## src/rtl/settings_pkg.sv

```systemverilog
// Shared types, field limits and encodings for the settings menu.
package settings_pkg;

  typedef enum logic [2:0] {StIdle, StSelMode, StSelDiff, StSelSpeed, StCommit} menu_state_t;

  localparam logic [1:0] MODE_MAX        = 2'd1;
  localparam logic [2:0] DIFF_MAX        = 3'd2;
  localparam logic [1:0] SPEED_MAX       = 2'd1;
  localparam logic [1:0] MENU_FIELD_NONE = 2'd3;

  localparam logic [1:0] MODE_SOLO  = 2'd0;
  localparam logic [1:0] MODE_TWO   = 2'd1;
  localparam logic [2:0] DIFF_EASY  = 3'd0;
  localparam logic [2:0] DIFF_MED   = 3'd1;
  localparam logic [2:0] DIFF_HARD  = 3'd2;
  localparam logic [1:0] SPEED_SLOW = 2'd0;
  localparam logic [1:0] SPEED_FAST = 2'd1;

  // Anything at or above the maximum (including forced out-of-range) wraps to 0.
  function automatic logic [2:0] wrap_inc(logic [2:0] val, logic [2:0] max);
    return (val >= max) ? 3'd0 : val + 3'd1;
  endfunction

  function automatic menu_state_t next_sel(menu_state_t s);
    unique case (s)
      StSelMode: return StSelDiff;
      StSelDiff: return StSelSpeed;
      default:   return StCommit;
    endcase
  endfunction

  function automatic logic [1:0] field_of(menu_state_t s);
    unique case (s)
      StSelMode:  return 2'd0;
      StSelDiff:  return 2'd1;
      StSelSpeed: return 2'd2;
      default:    return MENU_FIELD_NONE;
    endcase
  endfunction

endpackage

```

## src/rtl/settings_if.sv

```systemverilog
// Committed game configuration, driven by the menu and read by sequencer/timers.
interface settings_if;
  logic [1:0] cfg_mode;
  logic [2:0] cfg_difficulty;
  logic [1:0] cfg_speed;

  modport producer (output cfg_mode, output cfg_difficulty, output cfg_speed);
  modport consumer (input cfg_mode, input cfg_difficulty, input cfg_speed);
endinterface

```

## src/rtl/menu_timeout_timer.sv

```systemverilog
// Idle counter for the edit states; expire is high in the cycle the count reaches its last value.
module menu_timeout_timer #(
  parameter int unsigned TIMEOUT_CYCLES = 500_000_000
) (
  input  logic clk,
  input  logic rst_n,
  input  logic run,
  input  logic clear,
  output logic expire
);

  localparam int unsigned CntW = $clog2(TIMEOUT_CYCLES);
  localparam logic [CntW-1:0] CntLast = CntW'(TIMEOUT_CYCLES - 1);

  logic [CntW-1:0] cnt;

  assign expire = run && (cnt == CntLast);

  always_ff @(posedge clk) begin
    if (!rst_n || !run || clear || expire) begin
      cnt <= '0;
    end else begin
      cnt <= cnt + CntW'(1);
    end
  end

endmodule

```

## src/rtl/settings_menu_ctrl.sv

```systemverilog
// Three-field settings editor: edits land in shadow registers and reach cfg only on commit.
module settings_menu_ctrl
  import settings_pkg::*;
#(
  parameter int unsigned TIMEOUT_CYCLES = 500_000_000,
  parameter int unsigned RST_MODE       = 0,
  parameter int unsigned RST_DIFFICULTY = 0,
  parameter int unsigned RST_SPEED      = 0
) (
  input  logic                clk,
  input  logic                rst_n,
  input  logic                btn_menu,
  input  logic                btn_inc,
  input  logic                btn_next,
  input  logic                game_active,
  settings_if.producer        cfg,
  output logic                edit_active,
  output logic [1:0]          menu_field,
  output logic                cfg_updated,
  output logic                edit_timeout
);

  localparam logic [1:0] RstMode  = RST_MODE[1:0];
  localparam logic [2:0] RstDiff  = RST_DIFFICULTY[2:0];
  localparam logic [1:0] RstSpeed = RST_SPEED[1:0];

  menu_state_t state;
  logic [1:0]  shadow_mode;
  logic [2:0]  shadow_diff;
  logic [1:0]  shadow_speed;
  logic        in_sel;
  logic        expire;

  assign in_sel = (state == StSelMode) || (state == StSelDiff) || (state == StSelSpeed);

  // Any button or a running game restarts the idle count; run low holds it at zero.
  menu_timeout_timer #(
    .TIMEOUT_CYCLES(TIMEOUT_CYCLES)
  ) u_timer (
    .clk   (clk),
    .rst_n (rst_n),
    .run   (in_sel),
    .clear (btn_menu | btn_inc | btn_next | game_active),
    .expire(expire)
  );

  always_ff @(posedge clk) begin
    if (!rst_n) begin
      state              <= StIdle;
      shadow_mode        <= RstMode;
      shadow_diff        <= RstDiff;
      shadow_speed       <= RstSpeed;
      cfg.cfg_mode       <= RstMode;
      cfg.cfg_difficulty <= RstDiff;
      cfg.cfg_speed      <= RstSpeed;
      edit_active        <= 1'b0;
      menu_field         <= MENU_FIELD_NONE;
      cfg_updated        <= 1'b0;
      edit_timeout       <= 1'b0;
    end else begin
      cfg_updated  <= 1'b0;
      edit_timeout <= 1'b0;
      unique case (state)
        StIdle: begin
          if (btn_menu && !game_active) begin
            state        <= StSelMode;
            edit_active  <= 1'b1;
            menu_field   <= field_of(StSelMode);
            shadow_mode  <= cfg.cfg_mode;
            shadow_diff  <= cfg.cfg_difficulty;
            shadow_speed <= cfg.cfg_speed;
          end
        end
        StSelMode, StSelDiff, StSelSpeed: begin
          if (game_active || btn_menu || expire) begin
            state        <= StIdle;
            edit_active  <= 1'b0;
            menu_field   <= MENU_FIELD_NONE;
            edit_timeout <= !(game_active || btn_menu);
          end else if (btn_next) begin
            state       <= next_sel(state);
            edit_active <= (next_sel(state) != StCommit);
            menu_field  <= field_of(next_sel(state));
          end else if (btn_inc) begin
            unique case (state)
              StSelMode:  shadow_mode  <= 2'(wrap_inc(3'(shadow_mode), 3'(MODE_MAX)));
              StSelDiff:  shadow_diff  <= wrap_inc(shadow_diff, DIFF_MAX);
              default:    shadow_speed <= 2'(wrap_inc(3'(shadow_speed), 3'(SPEED_MAX)));
            endcase
          end
        end
        StCommit: begin
          state              <= StIdle;
          cfg.cfg_mode       <= shadow_mode;
          cfg.cfg_difficulty <= shadow_diff;
          cfg.cfg_speed      <= shadow_speed;
          cfg_updated        <= (shadow_mode != cfg.cfg_mode) ||
                                (shadow_diff != cfg.cfg_difficulty) ||
                                (shadow_speed != cfg.cfg_speed);
        end
        default: begin
          state       <= StIdle;
          edit_active <= 1'b0;
          menu_field  <= MENU_FIELD_NONE;
        end
      endcase
    end
  end

endmodule

```

## src/flat_wrapper.sv

```systemverilog
// flat-port wrapper written by rule: the top's interface ports become plain ports
module settings_menu_ctrl_flat import settings_pkg::*;
#(
  parameter int unsigned TIMEOUT_CYCLES = 500_000_000,
  parameter int unsigned RST_MODE       = 0,
  parameter int unsigned RST_DIFFICULTY = 0,
  parameter int unsigned RST_SPEED      = 0
)
  (clk, rst_n, btn_menu, btn_inc, btn_next, game_active, edit_active, menu_field, cfg_updated, edit_timeout, cfg_cfg_mode, cfg_cfg_difficulty, cfg_cfg_speed);
  settings_if cfg_i ();
  input  logic clk;
  input  logic rst_n;
  input  logic btn_menu;
  input  logic btn_inc;
  input  logic btn_next;
  input  logic game_active;
  output logic edit_active;
  output logic [1:0] menu_field;
  output logic cfg_updated;
  output logic edit_timeout;
  output wire logic [$bits(cfg_i.cfg_mode)-1:0] cfg_cfg_mode;
  output wire logic [$bits(cfg_i.cfg_difficulty)-1:0] cfg_cfg_difficulty;
  output wire logic [$bits(cfg_i.cfg_speed)-1:0] cfg_cfg_speed;
  assign cfg_cfg_mode = cfg_i.cfg_mode;
  assign cfg_cfg_difficulty = cfg_i.cfg_difficulty;
  assign cfg_cfg_speed = cfg_i.cfg_speed;
  settings_menu_ctrl #(.TIMEOUT_CYCLES(TIMEOUT_CYCLES), .RST_MODE(RST_MODE), .RST_DIFFICULTY(RST_DIFFICULTY), .RST_SPEED(RST_SPEED)) u_core (.clk(clk), .rst_n(rst_n), .btn_menu(btn_menu), .btn_inc(btn_inc), .btn_next(btn_next), .game_active(game_active), .cfg(cfg_i), .edit_active(edit_active), .menu_field(menu_field), .cfg_updated(cfg_updated), .edit_timeout(edit_timeout));
endmodule
```

## config.mk

```make
export PLATFORM = sky130hd
export DESIGN_NAME = settings_menu_ctrl_flat
export DESIGN_NICKNAME = d
export VERILOG_FILES = /design/src/rtl/settings_pkg.sv /design/src/rtl/settings_if.sv /design/src/rtl/menu_timeout_timer.sv /design/src/rtl/settings_menu_ctrl.sv /design/src/flat_wrapper.sv
export SDC_FILE = /design/constraint.sdc
export NUM_CORES = 1
export LEC_CHECK = 0
export CORE_UTILIZATION = 52
export DETAILED_ROUTE_END_ITERATION = 8
export GPL_TIMING_DRIVEN = 0
export PLACE_DENSITY = 0.75
export SLEW_MARGIN = 20
export SYNTH_ARGS = -nofsm -noshare
export SYNTH_HDL_FRONTEND = slang
export SYNTH_SLANG_ARGS = --single-unit
```

## constraint.sdc

```tcl
create_clock -name clk -period 2.3 [get_ports clk]
set_clock_uncertainty 0.15 [all_clocks]
set_input_delay 0.69 -clock clk [delete_from_list [all_inputs] [get_ports clk]]
set_output_delay 0.69 -clock clk [all_outputs]
set_load 0.02 [all_outputs]
```

# Word level (Yosys, flattened, before mapping)
# Index checks and enable logic that the tools add are counted.
[word_totals] regBits=51 in_bits=6 output_inout_bits=12
[op_classes] n_addsub=4 magnitude_cmp=3 n_eq_ne=20 n_mux=38 bitwise_logic=4 n_reduce_logical=26
[ops] operator="two-way mux 3 bit" count=12
[ops] operator="two-way mux 2 bit" count=15
[ops] operator="adder 29 x 1 -> 29 bit (second input constant)" count=1
[ops] operator="equality test 29 bit (second input constant)" count=1
[ops] operator="case mux 3 bit (2 select lines)" count=3
[ops] operator="AND reduction 6 bit" count=3
[ops] operator="equality test 3 x 2 -> 1 bit (second input constant)" count=4
[ops] operator="case mux 2 bit (3 select lines)" count=2
[ops] operator="logical OR 1 bit" count=9
[ops] operator="inequality test 2 bit (second input constant)" count=4
[ops] operator="case mux 2 bit (2 select lines)" count=2
[ops] operator="equality test 3 x 1 -> 1 bit (second input constant)" count=2
[ops] operator="inequality test 2 x 1 -> 1 bit (second input constant)" count=3
[ops] operator="AND reduction 3 bit" count=2
[ops] operator="adder 2 x 1 -> 2 bit (second input constant)" count=2
[ops] operator="greater-or-equal comparator 2 x 1 -> 1 bit (second input constant)" count=2
[ops] operator="zero test 1 bit" count=4
[ops] operator="inequality test 2 bit" count=2
[ops] operator="AND reduction 2 bit" count=2
[ops] operator="adder 3 x 1 -> 3 bit (second input constant)" count=1
[ops] operator="equality test 3 bit (second input constant)" count=1
[ops] operator="greater-or-equal comparator 3 x 2 -> 1 bit (second input constant)" count=1
[ops] operator="zero test 3 bit" count=1
[ops] operator="two-way mux 1 bit" count=3
[ops] operator="other kinds (10)" count=13

# Depth between registers and ports, before layout
# Gate-level depths: netlist of the first run.
[depth] word_depth=13 mapped_depth=8 mapped_depth_nobuf=6

# By module
# Synthesis of the first run repeated with hierarchy kept, for this count alone.
[hier_totals] cells_unflattened=317 hier_area_um2=2753.9
[modules_own_cells] module="menu_timeout_timer" n_inst=1 cells_per_inst=176 area_per_inst_um2=1505.2 seq_area_each_um2=580.6
[modules_own_cells] module="settings_menu_ctrl" n_inst=1 cells_per_inst=141 area_per_inst_um2=1248.7 seq_area_each_um2=440.4

# Worst setup path after synthesis of the first run
# Ideal clock, no wire load.
[synth_timing] kind="reg-to-reg" start="register u_core.u_timer.cnt[0]" end="register u_core.shadow_diff[0]" arrival_ns=2.079 t_required_ns=2.016 slack_ns=-0.063 path_stages_with_launch=9 cell_sequence="dfxtp_1 -> ha_1 -> nand2_1 -> or3_4 -> or4b_1 -> buf_2 -> buf_6 -> a311oi_1 -> a211oi_1"
[synth_via] elab_chain_len=5
[synth_lines] item="start: declaration" line_no="menu_timeout_timer.sv:15" source="logic [CntW-1:0] cnt;"
[synth_lines] item="start signal: assignment" line_no="menu_timeout_timer.sv:23" source="cnt <= cnt + CntW'(1);"
[synth_lines] item="equality test 29 bit" line_no="menu_timeout_timer.sv:17" source="assign expire = run && (cnt == CntLast);"
[synth_lines] item="logical AND 1 bit" line_no="menu_timeout_timer.sv:17"
[synth_lines] item="logical OR 1 bit" line_no="settings_menu_ctrl.sv:75" source="if (game_active || btn_menu || expire) begin"
[synth_lines] item="inequality test 2 bit (no source line)"
[synth_lines] item="AND reduction 6 bit (no source line)"
[synth_lines] item="end signal: assignment" line_no="settings_menu_ctrl.sv:51" source="shadow_diff <= RstDiff;"
[synth_lines] item="end signal: assignment" line_no="settings_menu_ctrl.sv:70" source="shadow_diff <= cfg.cfg_difficulty;"
[synth_lines] item="end signal: assignment" line_no="settings_menu_ctrl.sv:87" source="StSelDiff: shadow_diff <= wrap_inc(shadow_diff, DIFF_MAX);"
[synth_lines] item="end: declaration" line_no="settings_menu_ctrl.sv:29" source="logic [2:0] shadow_diff;"
# Every way passes these cells.
# A chain may end at the register's enable or synchronous reset.

# Worst setup path in the final report of the first run
[layout_timing] start="input port btn_menu" end="register u_core.shadow_speed[1]"
[layout_via] elab_chain_len=4
[layout_lines] item="start: declaration" line_no="flat_wrapper.sv:13" source="input logic btn_menu;"
[layout_lines] item="logical OR 1 bit (2 in a row)" line_no="settings_menu_ctrl.sv:75"
[layout_lines] item="inequality test 2 bit (no source line)"
[layout_lines] item="AND reduction 6 bit (no source line) *"
[layout_lines] item="end signal: assignment" line_no="settings_menu_ctrl.sv:52" source="shadow_speed <= RstSpeed;"
[layout_lines] item="end signal: assignment" line_no="settings_menu_ctrl.sv:71" source="shadow_speed <= cfg.cfg_speed;"
[layout_lines] item="end signal: assignment" line_no="settings_menu_ctrl.sv:88" source="default: shadow_speed <= 2'(wrap_inc(3'(shadow_speed), 3'(SPEED_MAX)));"
[layout_lines] item="end: declaration" line_no="settings_menu_ctrl.sv:30" source="logic [1:0] shadow_speed;"
# Every way passes the cells marked *; elsewhere a longest branch is shown, timed or not.

==> impl_metrics.env, run 1 <==
export IMPL_status="complete, but fails checks"
export IMPL_violations="setup timing"
export IMPL_first_iter_violations=216
export IMPL_cts_root_buf="clkbuf_8"
export IMPL_period_share=1.01
export IMPL_grt_first_pass_wirelength_um=9690
export IMPL_hold_violations=0
export IMPL_p_comb_frac=0.088
export IMPL_synth_compound_area_frac=0.0974
export IMPL_netSwitchingPower_uw=375
export IMPL_p_leak_uw=0.00110
export IMPL_crit_path_start_kind="primary input"
export IMPL_p_sw_frac=0.233
export IMPL_wl_per_cell_um=14.4
export IMPL_place_inst=401
export IMPL_synth_edf_count=0
export IMPL_post_synth_top_area_cell="dfxtp_1"
export IMPL_irDropWorstVdd_uv=381
export IMPL_power_density_nw_per_um2=511
export IMPL_synth_top_family_by_area="simple AND/OR/NAND/NOR gates"
export IMPL_synth_common_cells="dfxtp_1 (51), nor2_1 (45), nand2_1 (34), xor2_1 (23), a21oi_1 (19)"
export IMPL_nNetsFinal=352
export IMPL_critPathSlowestCell="clkdlybuf4s50_1"
export IMPL_overflow=0
export IMPL_power_share_clock=0.344
export IMPL_synthXorXnorAreaFrac=0.112
export IMPL_pre_cts_ws_ps=-952
export IMPL_worstMarginPinSlew_ps=505
export IMPL_die_h_um=72.5
export IMPL_io_pins=18
export IMPL_place_hpwl_um=3900
export IMPL_hold_class="flip-flop to flip-flop"
export IMPL_place_congestion=0.855
export IMPL_antenna_found_initial=0
export IMPL_setup_viol=1
export IMPL_critPathKind="primary input to flip-flop"
export IMPL_multi_input_area_um2=1600
export IMPL_fillers=396
export IMPL_diodes=0
export IMPL_htree_num_levels=2
export IMPL_crit_buf_inv=1
export IMPL_clock_sinks=51
export IMPL_synth_ff_type="dfxtp_1"
export IMPL_layoutNonFillerInstCount=410
export IMPL_design_core_area_um2=4750
export IMPL_period_minus_slack_ps=2320
export IMPL_critPathArrivalTime_ps=2380
export IMPL_rows=25
export IMPL_end_kind="flip-flop"
export IMPL_cap_viol_max_count=0
export IMPL_start_util=0.543
export IMPL_yosysUniqueCellTypes=44
export IMPL_area_growth_pct=22.2
export IMPL_worstPathMaxFanout=5
export IMPL_synthAdderAreaFrac=0.0194
export IMPL_cp_top_family="buffers and inverters"
export IMPL_fmax_ghz=0.432
export IMPL_cts_tree="done"
export IMPL_fp_dieArea_um2=5250
export IMPL_path_clk_slew_ps=90
export IMPL_ant_nets=0
export IMPL_grt_pass1_vias=2150
export IMPL_yosysMostFrequentCell="dfxtp_1"
export IMPL_ys_ff_latch=51
export IMPL_io_buffer_count=17
export IMPL_path_cells="clkdlybuf4s50_1 > nor4b_4 > a31oi_2 > nor3_2 > a21oi_1 > a311oi_1"
export IMPL_via_per_inst=5.63
export IMPL_die_width_um=72.5
export IMPL_clk_insertion_delay_late_ps=300
export IMPL_drcViolationCount=0
export IMPL_ys_seq_area_frac=0.396
export IMPL_grt_max_degree=15
export IMPL_hold_slack_ps=349
export IMPL_slowest_delay_ps=600
export IMPL_synth_area_per_cell_um2=8.14
export IMPL_regArea_um2=1030
export IMPL_dpl_cell_area_um2=2860
export IMPL_dr_pass1_iters=5
export IMPL_fin_ws_ps=-16.3
export IMPL_final_area_um2=3150
export IMPL_track_usage=0.232
export IMPL_synthCells=317
export IMPL_num_vias=2308
export IMPL_synthMuxAreaShare=0.0199
export IMPL_synthTopCellsByArea="dfxtp_1 (40%), xor2_1 (7.8%), nor2_1 (6.5%)"
export IMPL_internal_power_uw=1240
export IMPL_async_reset_ff_frac=0
export IMPL_netlist_area_um2=2580
export IMPL_yosys_area_top_type_share=0.396
export IMPL_required_ps=2360
export IMPL_p_seq_frac=0.568
export IMPL_grt_setup_unrepaired="yes"
export IMPL_wl_um=5890
export IMPL_relSlewSlack=0.662
export IMPL_synth_fp_nets=327
export IMPL_cts_buffer_depth=2
export IMPL_synth_warning_count=0
export IMPL_numCtsBuffers=5
export IMPL_layout_drive_gt1_share=0.149
export IMPL_synth_simple_gate_area_frac=0.314
export IMPL_slew_violations=0
[registers in the layout, summed over array words and instances (netlist names)]
signal	cells
u_core.menu_field	2
u_core.edit_timeout	1
u_core.edit_active	1
u_core.shadow_speed	2
u_core.cfg_updated	1
u_core.cfg.cfg_speed	2
u_core.shadow_diff	3
u_core.u_timer.cnt	29
u_core.cfg.cfg_mode	2
u_core.shadow_mode	2
u_core.cfg.cfg_difficulty	3
u_core.state	3
[kinds of logic after synthesis]
kind of cell,Yosys count
and+or+nand+nor,159
AOI/OAI and AO/OA,39
adders and majority gates,4
muxes,5
buffers and inverters,26
xor gates and xnor gates,33
DFF,51
[layer usage]
layer	track usage	wire [um]	up-vias
li1	-	-	1153
met1	0.298	2720	1084
met2	0.388	2860	69
met3	0.0458	284	2
met4	0.0828	29	0
met5	0	0	-
[stage by stage]
step	setup TNS [ps]	power, uW	utilization
3_3_place_gp	-28820	1050	0.601
5_1_grt	-61.7	1680	0.663
2_1_floorplan	0	1010	-
3_5_place_dp	-29040	1050	0.601
4_1_cts	-1500	1610	0.643
6_report	-16.3	1610	0.663
[power by group through the flow]
stage | clock network (uW) | registers [uW] | logic, uW
global placement | 0 | 931 | 120
global route | 610 | 918 | 155
CTS | 568 | 911 | 130
floorplan | 0 | 935 | 76.8
finish | 554 | 915 | 142
detailed placement | 0 | 932 | 123
[repair_timing]
item                       4_1_cts  5_1_grt
pin swaps                        4        4
setup endpoints to repair       40       38
cloned                           0        1
setup buffers                    3        2
gates resized for setup         19       20
hold buffers                     0        0
[cells in the final DEF (no fill, tap or decap), types with 2 or more instances in the layout]
cell type,n
nand4_1,17
nor4_1,3
nand2b_1,3
inv_1,10
mux2i_1,4
nor3_1,4
nor4_2,2
nor2b_1,2
a21o_1,3
nor4b_2,2
and4_1,3
a211oi_1,2
nor3_2,3
buf_4,6
clkbuf_2,2
nor2_1,44
dfxtp_1,44
clkdlybuf4s50_1,16
dfxtp_2,7
or2_2,2
and3_1,8
and2_1,4
clkbuf_8,7
a21oi_1,18
xor2_1,23
a311oi_2,2
o21ai_0,3
ha_1,3
nand3_1,15
clkbuf_1,7
a32oi_1,2
nand2_4,2
nand2_1,33
xnor2_1,10
[final timing paths]
| path | from | endpoint | slack [ps] | cells past startpoint |
|---|---|---|---|---|
| worst max register to register | u_core.u_timer.cnt[0]$_SDFF_PP0_ | u_core.shadow_mode[1]$_SDFFE_PN0P_ | 40 | 7 |
| worst min register to register | u_core.menu_field[0]$_SDFFE_PN1P_ | u_core.menu_field[0]$_SDFFE_PN1P_ | 350 | 2 |
| worst min-delay path | u_core.menu_field[0]$_SDFFE_PN1P_ | u_core.menu_field[0]$_SDFFE_PN1P_ | 350 | 2 |
| worst max-delay path | btn_menu | u_core.shadow_speed[1]$_SDFFE_PN0P_ | -20 | 6 |
[worst register-to-register path: stages (launching register included)]
cell     delay [ps]
dfxtp_2         360
ha_4            150
nand2_4          50
or3_4           370
or4b_4          570
buf_8           170
a21oi_4         180
mux2i_1         200
[layout make-up]
| type | count | share of cell area |
|---|---|---|
| Timing Repair Buffer | 23 | 0.0746 |
| Sequential cell | 51 | 0.326 |
| Tap cell | 67 | 0.0266 |
| Multi-Input combinational cell | 240 | 0.508 |
| Inverter | 10 | 0.0119 |
| Clock buffer | 8 | 0.0317 |
| Buffer | 11 | 0.0210 |
Power figures use the tool's default switching activity.
==> run 2, diff against run 1 <==
SLEW_MARGIN = unset   (was 20)
==> results of run 2 <==
The final DEF is identical to that of run 1; final timing and power are the same.
